[src/rtl/svi_pipe_bank.sv]
// svi_pipe_bank: a bank of N_CH independent valid/data pipelines, each DEPTH
// stages deep. There is one global stall, a synchronous clear and an
// asynchronous reset. Each channel counts the items it delivers, and the
// counter wraps.
module svi_pipe_bank #(
  parameter int              WIDTH    = 8,
  parameter int              N_CH     = 3,
  parameter int              DEPTH    = 2,
  parameter int              CNT_W    = 8,
  parameter logic [WIDTH-1:0] ARST_VAL = '0,
  parameter logic [WIDTH-1:0] SRST_VAL = '1
) (
  input  logic                    i_clk,
  input  logic                    i_arst_n,
  input  logic                    i_srst,
  input  logic                    i_stall,
  input  logic [N_CH-1:0]         i_valid,
  input  logic [N_CH*WIDTH-1:0]   i_data,
  output logic                    o_ready,
  output logic [N_CH-1:0]         o_valid,
  output logic [N_CH*WIDTH-1:0]   o_data,
  output logic [N_CH*CNT_W-1:0]   o_count
);

  // Bit k of vld_q[c] is the valid flag of stage k. Stage DEPTH-1 is the output stage.
  logic [DEPTH-1:0] vld_q [N_CH];
  logic [DEPTH-1:0] vld_d [N_CH];
  logic [WIDTH-1:0] dat_q [N_CH][DEPTH];
  logic [WIDTH-1:0] dat_d [N_CH][DEPTH];
  logic [CNT_W-1:0] cnt_q [N_CH];
  logic [CNT_W-1:0] cnt_d [N_CH];
  logic             adv;

  // Every stage moves only when no clear and no stall is present.
  // Input is accepted on exactly those same cycles.
  assign adv     = ~i_stall & ~i_srst;
  assign o_ready = adv;

  // Next state. A clear wins over a stall. On an advance, a data register
  // captures new data only behind a valid upstream stage, so bubbles never
  // overwrite data.
  always_comb begin
    for (int c = 0; c < N_CH; c++) begin
      vld_d[c] = vld_q[c];
      cnt_d[c] = cnt_q[c];
      for (int k = 0; k < DEPTH; k++) begin
        dat_d[c][k] = dat_q[c][k];
      end
    end
    if (i_srst) begin
      for (int c = 0; c < N_CH; c++) begin
        vld_d[c] = '0;
        cnt_d[c] = '0;
        for (int k = 0; k < DEPTH; k++) begin
          dat_d[c][k] = SRST_VAL;
        end
      end
    end else if (adv) begin
      for (int c = 0; c < N_CH; c++) begin
        if (vld_q[c][DEPTH-1]) begin
          cnt_d[c] = cnt_q[c] + CNT_W'(1);
        end
        vld_d[c][0] = i_valid[c];
        if (i_valid[c]) begin
          dat_d[c][0] = i_data[c*WIDTH +: WIDTH];
        end
        for (int k = 1; k < DEPTH; k++) begin
          vld_d[c][k] = vld_q[c][k-1];
          if (vld_q[c][k-1]) begin
            dat_d[c][k] = dat_q[c][k-1];
          end
        end
      end
    end
  end

  // State registers. The asynchronous reset discards everything in flight.
  always_ff @(posedge i_clk or negedge i_arst_n) begin
    if (!i_arst_n) begin
      for (int c = 0; c < N_CH; c++) begin
        vld_q[c] <= '0;
        cnt_q[c] <= '0;
        for (int k = 0; k < DEPTH; k++) begin
          dat_q[c][k] <= ARST_VAL;
        end
      end
    end else begin
      for (int c = 0; c < N_CH; c++) begin
        vld_q[c] <= vld_d[c];
        cnt_q[c] <= cnt_d[c];
        for (int k = 0; k < DEPTH; k++) begin
          dat_q[c][k] <= dat_d[c][k];
        end
      end
    end
  end

  // Pack the last stage of each channel, and its counter, onto the output buses.
  always_comb begin
    for (int c = 0; c < N_CH; c++) begin
      o_valid[c]                 = vld_q[c][DEPTH-1];
      o_data[c*WIDTH +: WIDTH]   = dat_q[c][DEPTH-1];
      o_count[c*CNT_W +: CNT_W]  = cnt_q[c];
    end
  end

endmodule

[config.mk]
export PLATFORM = sky130hd
export DESIGN_NAME = svi_pipe_bank
export DESIGN_NICKNAME = d
export VERILOG_FILES = /design/src/rtl/svi_pipe_bank.sv
export SDC_FILE = /design/constraint.sdc
export NUM_CORES = 1
export LEC_CHECK = 0
export ABC_AREA = 1
export CORE_ASPECT_RATIO = 0.7
export CORE_UTILIZATION = 30
export CTS_CLUSTER_SIZE = 20
export DETAILED_ROUTE_END_ITERATION = 10
export GPL_ROUTABILITY_DRIVEN = 0
export GPL_TIMING_DRIVEN = 0
export HOLD_SLACK_MARGIN = 0.15
export SETUP_SLACK_MARGIN = 0.4
export SLEW_MARGIN = 5
export SYNTH_ARGS = -nofsm -noshare
export SYNTH_HDL_FRONTEND = slang
export SYNTH_SLANG_ARGS = --single-unit
[constraint.sdc]
create_clock -name i_clk -period 1.3 [get_ports i_clk]
set_clock_uncertainty 0.1 [all_clocks]
set_input_delay 0.195 -clock i_clk [delete_from_list [all_inputs] [get_ports i_clk]]
set_output_delay 0.195 -clock i_clk [all_outputs]
set_load 0.005 [all_outputs]
* Word level (Yosys, flattened, before mapping) *
Cells that the tools add are included.

storage, ports and cells
  register bits after elaboration = 78
  bits in latches = 0
  memory bits (writable) = 0
  ROM bits = 0
  input port bits = 31
  output and inout port bits = 52
  word-level logic and storage cells = 52
  memories = 0

cells by class
  add/subtract/negate cells = 3
  $mul = 0
  divide/modulo/power cells = 0
  magnitude comparators = 0
  equality and inequality tests = 0
  shifts and indexed selects = 0
  muxes and demuxes = 15
  bitwise gates (word level) = 3
  reductions and logical operators = 19

operators with widths
  cell                                         number
  two-way mux 48 bit                           2
  two-way mux 8 bit                            9
  two-way mux 24 bit                           2
  adder 8 x 1 -> 8 bit, second input constant  3
  nonzero test 2 bit                           10
  AND reduction 2 bit                          9
  two-way mux 6 bit                            2
  NOT 1 bit                                    2
  AND 1 bit                                    1

* Logic depth before layout (Yosys ltp) *
Gate-level depths: netlist of run 1.

  depth in word-level cells = 4
  mapped depth = 8
  mapped depth without buffers = 7

* Worst setup path after synthesis of run 1 *
Ideal clock, no wire load.

  path kind = reg-to-reg
  start point = register cnt_q (netlist bit o_count[9])
  end point = register cnt_q (netlist bit o_count[14])
  setup time = 0.071 ns
  arrival time = 1.054 ns
  required time = 1.129 ns
  setup slack = 0.074 ns
  cell stages (with the launch flop) = 8
  buffers on the path = 0
  period minus slack after synthesis = 1.226 ns
  cells stage by stage = dfrtp_1 ha_1 nand2_1 nor2_1 nand3_2 nor2_1 nor2_1 nor2_1

between the ends
  cells in the longest elaborated chain, start to end = 4

RTL lines
  item                              RTL line  source
  start: declaration                30        logic [CNT_W-1:0] cnt_q [N_CH];
  start signal: indexed assignment  90        cnt_q[c] <= cnt_d[c];
  adder 8 x 1 -> 8 bit              61        cnt_d[c] = cnt_q[c] + CNT_W'(1);
  two-way mux 8 bit                 60        if (vld_q[c][DEPTH-1]) begin
  two-way mux 24 bit                58        end else if (adv) begin
  two-way mux 24 bit                50        if (i_srst) begin

No other way between the ends. The select of a mux whose other input is x is not followed.
A chain may end at the register's enable or synchronous reset.

* Final worst setup path of run 1 *
  start point = register cnt_q (netlist bit o_count[17])
  end point = output port o_count[17]

RTL lines
  item              RTL line  source
  end: declaration  22        output logic [N_CH*CNT_W-1:0] o_count

No word-level cell between the ends.

==> results.txt, run 1 <==
- Number of antenna repair diodes: 0
- Result of the run: finished, violations left
- Entering global routing, the biggest net connects 42 pins.
- Power Internal: between 5 and 6 mW
- Share of synthesized area occupied by flip-flops and latches: 49.9%
* Final net count: 638
* Post-layout utilization of the core: 53.2%
- Post-route DRC: 12
* Maximum number of buffers from clock root to sink: 2
* Post-detailed-route count of antenna-violating nets: 0
- Of the total power, the clock network draws 36.9%.
- Die Ht: 97.5 um
- Num Clock Sinks: ~80
- Number of buffers inserted during clock tree synthesis: 9
* VDD IR-drop max: 0.579 mV
- Post-layout worst setup margin: -0.0592 ns
- TritonCTS built the clock tree.
* Violation count after the first detailed-routing iteration: 138
- Number of warnings reported in the yosys synthesis log: 0
- The min-delay analysis places its worst path in the category input pin to async pin.
* Arrival time of the worst setup path: 1.06 ns
* Clock-pin slew on the worst setup and hold paths: 0.06 ns
- In this run the core area contains 34 standard-cell rows.
* Synthesis-stage register bit count: 78
* Switch share: 26.3%
- Wire length of the first global-routing pass: ~18000 um
- Skew-Pair Late Insertion Delay: around 0.33 ns
- DR pass1 iterations: 7
* Via density: 4.60
* R2r endpoint: o_count[23]$_DFFE_PN0P_
- Detailed Route WL: ~11000 um
- Setup violations remaining at the end of the flow were counted as 3.
- The die covers 0.0135 mm^2.
- Fill count: between 1000 and 1500
- Logic depth of the worst register-to-register path: 8
* Starting density of the core: between 30 and 40%
- Initial antenna violation count: 0
- Final hold analysis gives a worst-case slack of -0.252 ns.
- The floorplan step defined a core boundary enclosing 0.0125 mm^2.
* Average detailed-routed wire length per instance: 14.5 um
* Die X-Extent: 138 um
- Setup repair after global routing could not meet its margin everywhere.
- Mapped Cells: 434
* Crit path launch type: flop
* Flop pwr share: 40.5%
- RR Startpoint: o_count[17]$_DFFE_PN0P_
- Via Count: between 3000 and 4000
* Yosys cell types: 27
- For the pin with the worst max-slew slack, the measured transition is 0.684 ns.
- GR Overflow Total: 0
- Buffers placed on the I/O ports in this run total 80.
* Number of H-tree levels: 3
- Fraction of final layout cells with drive strength greater than 1: 53.6%
- Compared with the post-synthesis result, the final layout area differs by 70.7%.
* Setup slack of the most critical reg-to-reg path: -0.03 ns
- Category of the most critical setup path: flop to primary output
- Most frequent standard cell in the layout excluding fill and tap cells: sky130_fd_sc_hd__buf_6
- Part of the cycle the worst path needs: 105%
- Of all nets on the critical path, the largest fanout is 2.
- The top cell types in the final layout, fill and taps aside, are sky130_fd_sc_hd__buf_6, sky130_fd_sc_hd__dfrtp_1, sky130_fd_sc_hd__nand2_1.
* Clock root buffer: sky130_fd_sc_hd__clkbuf_16
- In this run the count of I/O pins placed on the die edge is 83.
* Synth Net Count: 468
- The finished cells cover 0.00667 mm^2.
- Max_cap viols: 0
- Worst setup EP type: primary output
* Minimum period implied by the final worst setup slack: ~1.4 ns
* Half-perimeter wire length of the detailed placement result: 7120 um
- Power spread over the standard cell area amounts to 1020 mW/mm^2.
* Leakage power total: 3.07 nW
* Net switching power: 1.79 mW
* Final count of hold timing violations: 40
- The cell area that synthesis handed to floorplanning was ~0.0039 mm^2.
- FMAX: roughly 0.74 GHz
- The number of pins with negative max-slew slack in the final report came to 0.
- Worst path required time: 1.00 ns
- Combinational share of power: 22.6%
* Syn_area_per_cell: 9.01 um^2
* GRT Total Usage: 17.2%
- Number of global-route vias before repair: around 3600
- Post-placement cell area: 0.00520 mm^2
- The checks that failed: DRC, hold timing, setup timing.
- In this run the tightest slew margin relative to its limit is 54.4%.
[Yosys cell counts (all sizes together)]
library cell  number  area [um^2]
nor2              36          138
ha                 3         37.5
o21ai             87          469
nor3b              1         7.51
clkbuf             3         11.3
a21oi             11         55.1
inv               51          216
dfrtp             78         1950
nor3               4         30.0
nand4              6         37.5
buf               39          323
o21bai             3         30.0
nand2             73          392
nand3             39          210
[power groups by stage]
stage / combinational [mW] / clock, mW / sequential (mW)
6_report: 1.54 / 2.51 / 2.75
5_1_grt: 1.67 / 2.65 / 2.77
4_1_cts: 1.39 / 2.56 / 2.75
3_5_place_dp: 1.09 / 0 / 2.78
3_3_place_gp: 1.06 / 0 / 2.77
2_1_floorplan: 0.610 / 0 / 2.75
[final cells by class]
type                       count  area, um^2  area share [%]
buffer                        42         469            7.03
tap                          162         203            3.04
clock buffer                  11         243            3.64
sequential                    78        1960            29.4
clock inverter                 4        47.5           0.713
multi-input combinational    266        2030            30.5
inverter                      51         244            3.66
timing repair buffer         156        1470            22.0
[registers in the layout, indices dropped and copies added, names as in the netlist]
signal,count
o_valid,3
o_count,24
vld_q,3
dat_q,24
o_data,24
[per-layer routing]
layer  vias to the layer above  part of all wire, %  GRT usage, %
li1                       1742                    -             -
met1                      1716                   46          22.7
met2                        73                   48          28.6
met3                        11                  4.9          3.99
met4                         0                 0.86          4.06
met5                         -                    0             0
[per-stage QoR]
stage	hold WS, ns	cells	power (mW)	worst slack (ns)	TNS, ns
after global placement	0.386	676	3.84	-3.20	-227.65
final	-0.252	770	6.80	-0.0592	-0.0997
after CTS	-0.242	748	6.70	-0.0195	-0.0195
after floorplan	-0.201	434	3.36	0.149	0
after global routing	-0.220	770	7.09	-0.0978	-0.471
after detailed placement	0.114	677	3.87	-0.127	-2.13
[worst max-delay path by stage]
stage                               to                    start  slack (ns)  depth (start not counted)
2_1_floorplan  o_count[14]$_DFFE_PN0P_   o_count[9]$_DFFE_PN0P_        0.15                          7
3_3_place_gp    o_valid[0]$_DFFE_PN0P_                 i_arst_n       -3.20                          1
3_5_place_dp     dat_q[42]$_DFFE_PN0P_               i_valid[0]       -0.13                          5
4_1_cts        o_count[22]$_DFFE_PN0P_  o_count[17]$_DFFE_PN0P_       -0.02                          8
5_1_grt        o_count[23]$_DFFE_PN0P_  o_count[17]$_DFFE_PN0P_        -0.1                          8
6_report                   o_count[17]  o_count[17]$_DFFE_PN0P_       -0.06                          3
[kinds of logic (layout without fill, tap and decap cells)]
| family | Yosys count | after routing | synth area share, % |
|---|---|---|---|
| buffers and inverters | 93 | 264 | 14.1 |
| AND/OR/NAND/NOR | 159 | 162 | 20.8 |
| AO/OA/AOI/OAI | 101 | 101 | 14.2 |
| adder cells (fa/ha/maj) | 3 | 3 | 0.960 |
| flip-flops | 78 | 78 | 49.9 |
[repair_timing]
action	CTS	global route
resized for setup	359	72
setup buffers	50	22
endpoints found under the hold margin	52	50
cloned	6	0
setup endpoints to repair	124	104
pin swaps	21	20
[critical path: stages, from the launching register on]
cell and delay [ns]:
sky130_fd_sc_hd__dfrtp_1 0.40, sky130_fd_sc_hd__buf_6 0.12, sky130_fd_sc_hd__buf_6 0.10, sky130_fd_sc_hd__buf_6 0.10
(Power assumes the default switching activity.)
==> run 2, diff against run 1 <==
Settings changed: CORE_UTILIZATION 30 to 35.
==> run 2 against run 1 <==
Effect of this change: the run ends with hold timing left; utilization is 8.2 points higher; non-clock buffer count is 2 lower; fmax is 5.5% higher; worst hold slack worse by 0.11 ns; combinational power is 4% lower; global-route usage is 1.8 points higher; count of clock-buffer cells in the layout is 1 higher; sequential power hardly changed; via count is 1.2% higher; critical path type unchanged; largest power group unchanged.
==> results.txt, run 2 (synthesis results as in run 1) <==
- Result of the run: finished, violations left (unchanged)
* Violated checks: hold timing (was DRC, hold timing, setup timing)
- CP most frequent cell: sky130_fd_sc_hd__buf_6 (unchanged)
- Leading cell types in the layout, fill and taps excluded: sky130_fd_sc_hd__buf_6, sky130_fd_sc_hd__dfrtp_1, sky130_fd_sc_hd__nand2_1 (unchanged)
- Final-layout worst hold slack: -0.358 ns (was -0.252 ns)
- The global router's overall resource usage was 19.0% (was 17.2%).
* Number of global-route vias before repair: 3427 (was 3636)
* Cell row count: 31 (was 34)
- Num Clock Sinks: 78 (unchanged)
* Area taken by multi-input logic gates: 0.00196 mm^2 (was 0.00203 mm^2)
- The final setup TNS was 0 ns (was -0.0997 ns).
* Area overhead of the layout relative to synthesis: 66.4% (was 70.7%)
* Worst path required time: 1.00 ns (about the same)
- Die X-Extent: 128 um (was 138 um)
* Post-layout utilization of the core: 61.4% (was 53.2%)
* RR Startpoint: o_count[1]$_DFFE_PN0P_ (was o_count[17]$_DFFE_PN0P_)
- Max_cap viols: 0 (unchanged)
- The start-to-end type of the worst setup path is flop to primary output (unchanged).
* Count of boundary I/O pins: 83 (unchanged)
* Skew-Pair Late Insertion Delay: 0.33 ns (about the same)
- The delay of the slowest cell on the worst path is 0.44 ns (was 0.40 ns).
- Initial antenna violation count: 0 (unchanged)
- Minimum period implied by the final worst setup slack: 1.29 ns (was 1.36 ns)
* Clock-pin slew on the worst setup and hold paths: 0.06 ns (about the same)
- Setup slack of the most critical reg-to-reg path: 0.02 ns (was -0.03 ns)
- The starting density of the core came to 36.9% (was 31.1%).
* Cell family contributing the most delay on the critical path: flip-flops (unchanged)
- The portion of total power attributed to combinational logic is 21.4% (was 22.6%).
- Path class of the lowest-slack min-delay path: input pin to async pin (unchanged)
* Power Internal: 5.19 mW (was 5.01 mW)
- Placeable core region: 0.0106 mm^2 (was 0.0125 mm^2)
- CP Cell Sequence: buf_6 > buf_6 (was buf_6 > buf_6 > buf_6).
- The global-route wire length before repair was 17100 um (was 18200 um).
* Final number of max-transition violations: 0 (unchanged)
- Violation count after the first detailed-routing iteration: 168 (was 138)
- CP Max Fanout: 2 (unchanged)
* Crit path launch type: flop (unchanged)
- The normalized max-slew margin was 49.8% (was 54.4%).
* Logic depth of the worst register-to-register path: 8 (unchanged)
* Final count of hold timing violations: 61 (was 40)
* Die Ht: 90.4 um (was 97.5 um)
- Final net count: 635 (was 638)
* Number of buffers inserted during clock tree synthesis: 9 (unchanged)
- Post-detailed-route count of antenna-violating nets: 0 (unchanged)
- The slew at the pin closest to its max-slew limit is 0.753 ns (was 0.684 ns).
- The total power per unit cell area was 1070 mW/mm^2 (was 1020 mW/mm^2).
- The routed wirelength normalized by instance count was 14.3 um (was 14.5 um).
* Switch share: 25.2% (was 26.3%)
- Worst setup EP type: primary output (unchanged)
* Leakage power total: 3.05 nW (was 3.07 nW)
- The number of antenna diodes was 0 (unchanged).
* Via Count: 3583 (was 3542)
- The register share of total power was 39.7% (was 40.5%).
- The most common library cell in the layout ignoring fill and taps was sky130_fd_sc_hd__buf_6 (unchanged).
- The maximum vdd ir drop is 0.843 mV (was 0.579 mV).
* Number of H-tree levels: 3 (unchanged)
- Largest net degree at the start of global routing: 62 (was 42)
- The buffer and inverter count on the worst path is 2 (was 3).
- CTS tree: yes (unchanged)
- The total area of sequential cells came to 0.00196 mm^2 (about the same).
- Detailed Route WL: 10800 um (was 11200 um)
- R2r endpoint: o_count[6]$_DFFE_PN0P_ (was o_count[23]$_DFFE_PN0P_)
- Total die area: 0.0116 mm^2 (was 0.0135 mm^2)
* Post-route DRC: 0 (was 12)
- The number of buffers between clock root and the deepest sink came to 2 (unchanged).
- The highest clock rate came to 0.776 GHz (was 0.736 GHz).
- Setup repair after global routing missed its margin: yes (unchanged)
* Via density: 4.75 (was 4.60)
- Net switching power: 1.75 mW (was 1.79 mW)
- Count of input and output buffers: 80 (unchanged)
* Half-perimeter wire length of the detailed placement result: 6490 um (was 7120 um)
* Final setup violation count: 0 (was 3)
- Arrival time of the worst setup path: 0.99 ns (was 1.06 ns)
- Clock network power share: 38.9% (was 36.9%)
- The count of filler cells inserted in the layout came to 902 (was 1123).
- The number of iterations in the first detailed-routing pass was 4 (was 7).
- Fraction of final layout cells with drive strength greater than 1: 50.3% (was 53.6%)
* Clock root buffer: sky130_fd_sc_hd__clkbuf_16 (unchanged)
- The global route total overflow was 0 (unchanged).
- Part of the cycle the worst path needs: 99.1% (was 105%)
- Worst-path cell with the longest stage delay: sky130_fd_sc_hd__dfrtp_2 (was sky130_fd_sc_hd__dfrtp_1)
[run 2: cell count changes in the layout (fill, tap and decap cells not counted), sizes merged]
cell,delta
clkbuf,+1
inv,+1
bufinv,+1
clkinvlp,-1
nand2,-1
buf,-2
clkinv,-1
[run 2: what timing repair did]
item	CTS	global route
endpoints found under the setup margin	124	102
gates resized for setup	345	48
endpoints found under the hold margin	89	89
pin swaps	15	15
buffers inserted	46	24
gates cloned	5	0
[run 2: power by group through the flow]
stage | Combinational, mW | Clock, mW | Sequential (mW)
2_1_floorplan | 0.610 | 0 | 2.75
3_3_place_gp | 1.06 | 0 | 2.78
3_5_place_dp | 1.08 | 0 | 2.78
4_1_cts | 1.36 | 2.76 | 2.75
5_1_grt | 1.61 | 2.85 | 2.78
6_report | 1.48 | 2.70 | 2.76
[run 2: routing by layer]
layer  wire, um  vias up  share of wire, %  global-route usage, %
li1           -     1745                 -                      -
met1       4950     1755                46                   26.0
met2       5280       71                49                   30.0
met3        412       12               3.8                   4.50
met4        121        0               1.1                   5.20
met5          0        -                 0                      0
[run 2: per-stage QoR]
stage / std cells / power [mW] / area (um^2) / worst slack, ns
4_1_cts: 730 / 6.87 / 6130 / 0.0145
2_1_floorplan: 434 / 3.36 / 4180 / 0.149
5_1_grt: 754 / 7.23 / 6500 / -0.0539
3_5_place_dp: 663 / 3.86 / 5190 / -0.110
3_3_place_gp: 662 / 3.84 / 5170 / -3.26
6_report: 754 / 6.94 / 6500 / 0.0118
[run 2: area by class of cell]
type	instances	area share (%)
sequential	78	30.1
clock buffer	12	3.79
clock inverter	4	1.08
inverter	51	3.48
multi-input combinational	265	30.1
buffer	42	7.08
timing repair buffer	154	21.5
tap	148	2.85
[run 2: worst max-delay path by stage]
stage / startpoint / to / slack [ns] / cells after the start
after floorplan: o_count[9]$_DFFE_PN0P_ / o_count[14]$_DFFE_PN0P_ / 0.15 / 7
after global placement: i_arst_n / o_valid[0]$_DFFE_PN0P_ / -3.26 / 1
after detailed placement: i_valid[0] / dat_q[42]$_DFFE_PN0P_ / -0.11 / 5
after CTS: o_valid[0]$_DFFE_PN0P_ / o_valid[0] / 0.01 / 2
after global routing: o_count[0]$_DFFE_PN0P_ / o_count[6]$_DFFE_PN0P_ / -0.05 / 8
final: o_valid[0]$_DFFE_PN0P_ / o_valid[0] / 0.01 / 2
==> RTL change, RTL diff (settings of run 1) <==
Set the parameter `CNT_W` to 12 (it was 8).
--- a/src/rtl/svi_pipe_bank.sv
+++ b/src/rtl/svi_pipe_bank.sv
@@ -7,5 +7,5 @@
   parameter int              N_CH     = 3,
   parameter int              DEPTH    = 2,
-  parameter int              CNT_W    = 8,
+  parameter int              CNT_W    = 12,
   parameter logic [WIDTH-1:0] ARST_VAL = '0,
   parameter logic [WIDTH-1:0] SRST_VAL = '1
Ports: changed (resized o_count); port bits go from 83 to 95. The function was not compared with the original's and may differ.
==> RTL change against run 1 <==
The run ends with negative hold slack, negative setup slack left; utilization increased by 2.4 points; final cell count increased by 24%; power increased by 8.0%; sequential cell count increased by 12; design area increased by 18%; synthesized area increased by 14%; critical path depth unchanged; wire length increased by 25%; setup slack got worse by 0.043 ns; largest cell class is now buffers; largest power group unchanged; highest routed layer unchanged.
==> RTL change: results (changes against run 1) <==
sta:
  hold_viol: 24  # -40%
  slew_headroom_pct: 51.9  # -2.5 points
  timing.setup.tns_ns: -0.507  # -0.407 ns
  fin_ws_ns: -0.102  # -0.0426 ns
  whs_ns: -0.340  # -0.0877 ns
  setup_violations: 13  # +10
power:
  max-vdd-ir-drop_v: 0.000616  # +6.5%
  leakagePower_uw: 0.00377  # +23%
  p_int_uw: 5370  # +7.2%
critical_path:
  rr_worst_depth: 7  # -1
  critPathCapture: "o_valid[0]"
  arrival_ns: 1.11  # +0.05 ns
  worstReg2RegStart: "o_count[13]$_DFFE_PN0P_"
  regToRegSetupSlack_ns: -0.07  # -0.04 ns
  r2r-end: "o_count[22]$_DFFE_PN0P_"
  crit_path_start: "o_valid[0]$_DFFE_PN0P_"
  cp_max_fo: 2  # unchanged
final_layout:
  nets: 794  # +24%
  fillers: 1256  # +12%
  largest_reg_flops: 36
  layout-drive-gt1-share_pct: 52.0  # -1.6 points
  fin_cells: 955  # +24%
  diodes: 0  # unchanged
clock_network:
  numCtsBuffers: 9  # unchanged
  clkLatencyLatePin_ns: 0.34
  cts_root_buf: "clkbuf_16"
  clockBufferDepth: 2  # unchanged
  h-tree-depth: 3  # unchanged
place:
  io_buffers: 93  # +16%
  dpl_cell_area_um2: 6010  # +16%
  post-dp-hpwl_mm: 8.68  # +22%
  place_inst: 824  # +22%
  place_worst_setup_slack_ns: -0.762  # -0.635 ns
synth:
  synth_top_cells_by_area: "dfrtp_1 (51%), o21ai_0 (9.1%), nand2_1 (9.0%), inv_1 (5.0%), nand3_1 (4.7%)"
  async_reset_ff_share_pct: 100  # unchanged
  ys_types: 29  # +7.4%
  synthesis.instances: 540  # +24%
  seq_area_frac_synth_pct: 50.5  # +0.57 points
  ys_top_cells_by_count: "nand2_1 (107), dfrtp_1 (90), o21ai_0 (81)"
  synth_nets: 574  # +23%
  synthFlopType: "dfrtp_1"
worst_hold_path:
  hold_class: "primary input to async pin"
global_routing:
  antenna_found_initial: 0  # unchanged
  grt_max_degree: 67  # +60%
  grt_pass1_vias: 4350  # +20%
  track_usage_pct: 18.2  # +0.97 points
  grt_pass1_wl_mm: 21.9  # +21%
outcome:
  status: "finished, violations left"
  violations: "negative hold slack, negative setup slack"
drt:
  dr.pass1.iters: 4  # -3
  detail_route.iter0.violations: 165  # +20%
  routedWlPerCell_um: 14.6  # +0.95%
  vias: 4429  # +25%
## RTL change: cell types whose count changed after synthesis, moves of 5 or more
| cell | delta |
|---|---|
| nor2_1 | +18 |
| nand2_2 | +5 |
| dfrtp_1 | +12 |
| nand2_1 | +49 |
| nand3_1 | +6 |
| inv_1 | +10 |
| buf_2 | +6 |
## RTL change: cell type report
type / count / share of cell area, %
Clock buffer: 9 / 2.86
Buffer: 43 / 6.22
Inverter: 61 / 3.06
Sequential cell: 90 / 28.7
Timing Repair Buffer: 209 / 24.8
Tap cell: 190 / 3.02
Multi-Input combinational cell: 346 / 30.4
Clock inverter: 7 / 0.952
## RTL change: metrics by stage
| step | util [%] | total power [µW] |
|---|---|---|
| after CTS | 51.3 | 7270 |
| after global routing | 55.6 | 7670 |
| after global placement | 42.2 | 4210 |
| after floorplan | - | 3720 |
| after detailed placement | 42.4 | 4250 |
| final | 55.6 | 7340 |
## RTL change: logic make-up (layout without fill, tap and decap cells)
family | count (synthesis) | after routing | share of synthesized area (%)
buffers and inverters | 104 | 329 | 11.8
xor gates and xnor gates | 3 | 3 | 0.589
AOI/OAI and AO/OA | 103 | 103 | 12.0
and+or+nand+nor | 237 | 237 | 24.2
DFF | 90 | 90 | 50.5
adders and majority gates | 3 | 3 | 0.842
## RTL change: worst min path at each step
stage	end	slack (ns)	cells after the start
6_report	o_count[21]$_DFFE_PN0P_	-0.34	1
5_1_grt	o_count[21]$_DFFE_PN0P_	-0.33	1
4_1_cts	o_count[21]$_DFFE_PN0P_	-0.34	1
3_5_place_dp	o_count[21]$_DFFE_PN0P_	0.03	1
3_3_place_gp	dat_q[47]$_DFFE_PN0P_	0.38	2
2_1_floorplan	dat_q[10]$_DFFE_PN0P_	-0.20	0
## RTL change: timing repair
action                                  in CTS  in global routing
gates cloned                                 3                  0
hold endpoints to repair                   100                 96
gates resized for setup                    439                 77
endpoints found under the setup margin     154                135
pin swaps                                   48                 48
buffers inserted                            73                 39
## RTL change: layer usage
layer	GRT usage, %	up-vias	wire (µm)
met5	0	-	0
met4	3.61	0	128
met3	3.86	12	587
met2	29.9	91	6810
met1	24.6	2160	6450
li1	-	2166	-
## RTL change: power groups by stage
stage | clock [µW] | combinational [µW] | sequential, µW
floorplan | 0 | 596 | 3130
global placement | 0 | 1060 | 3150
detailed placement | 0 | 1090 | 3160
CTS | 2730 | 1410 | 3130
global route | 2860 | 1660 | 3150
finish | 2680 | 1530 | 3130
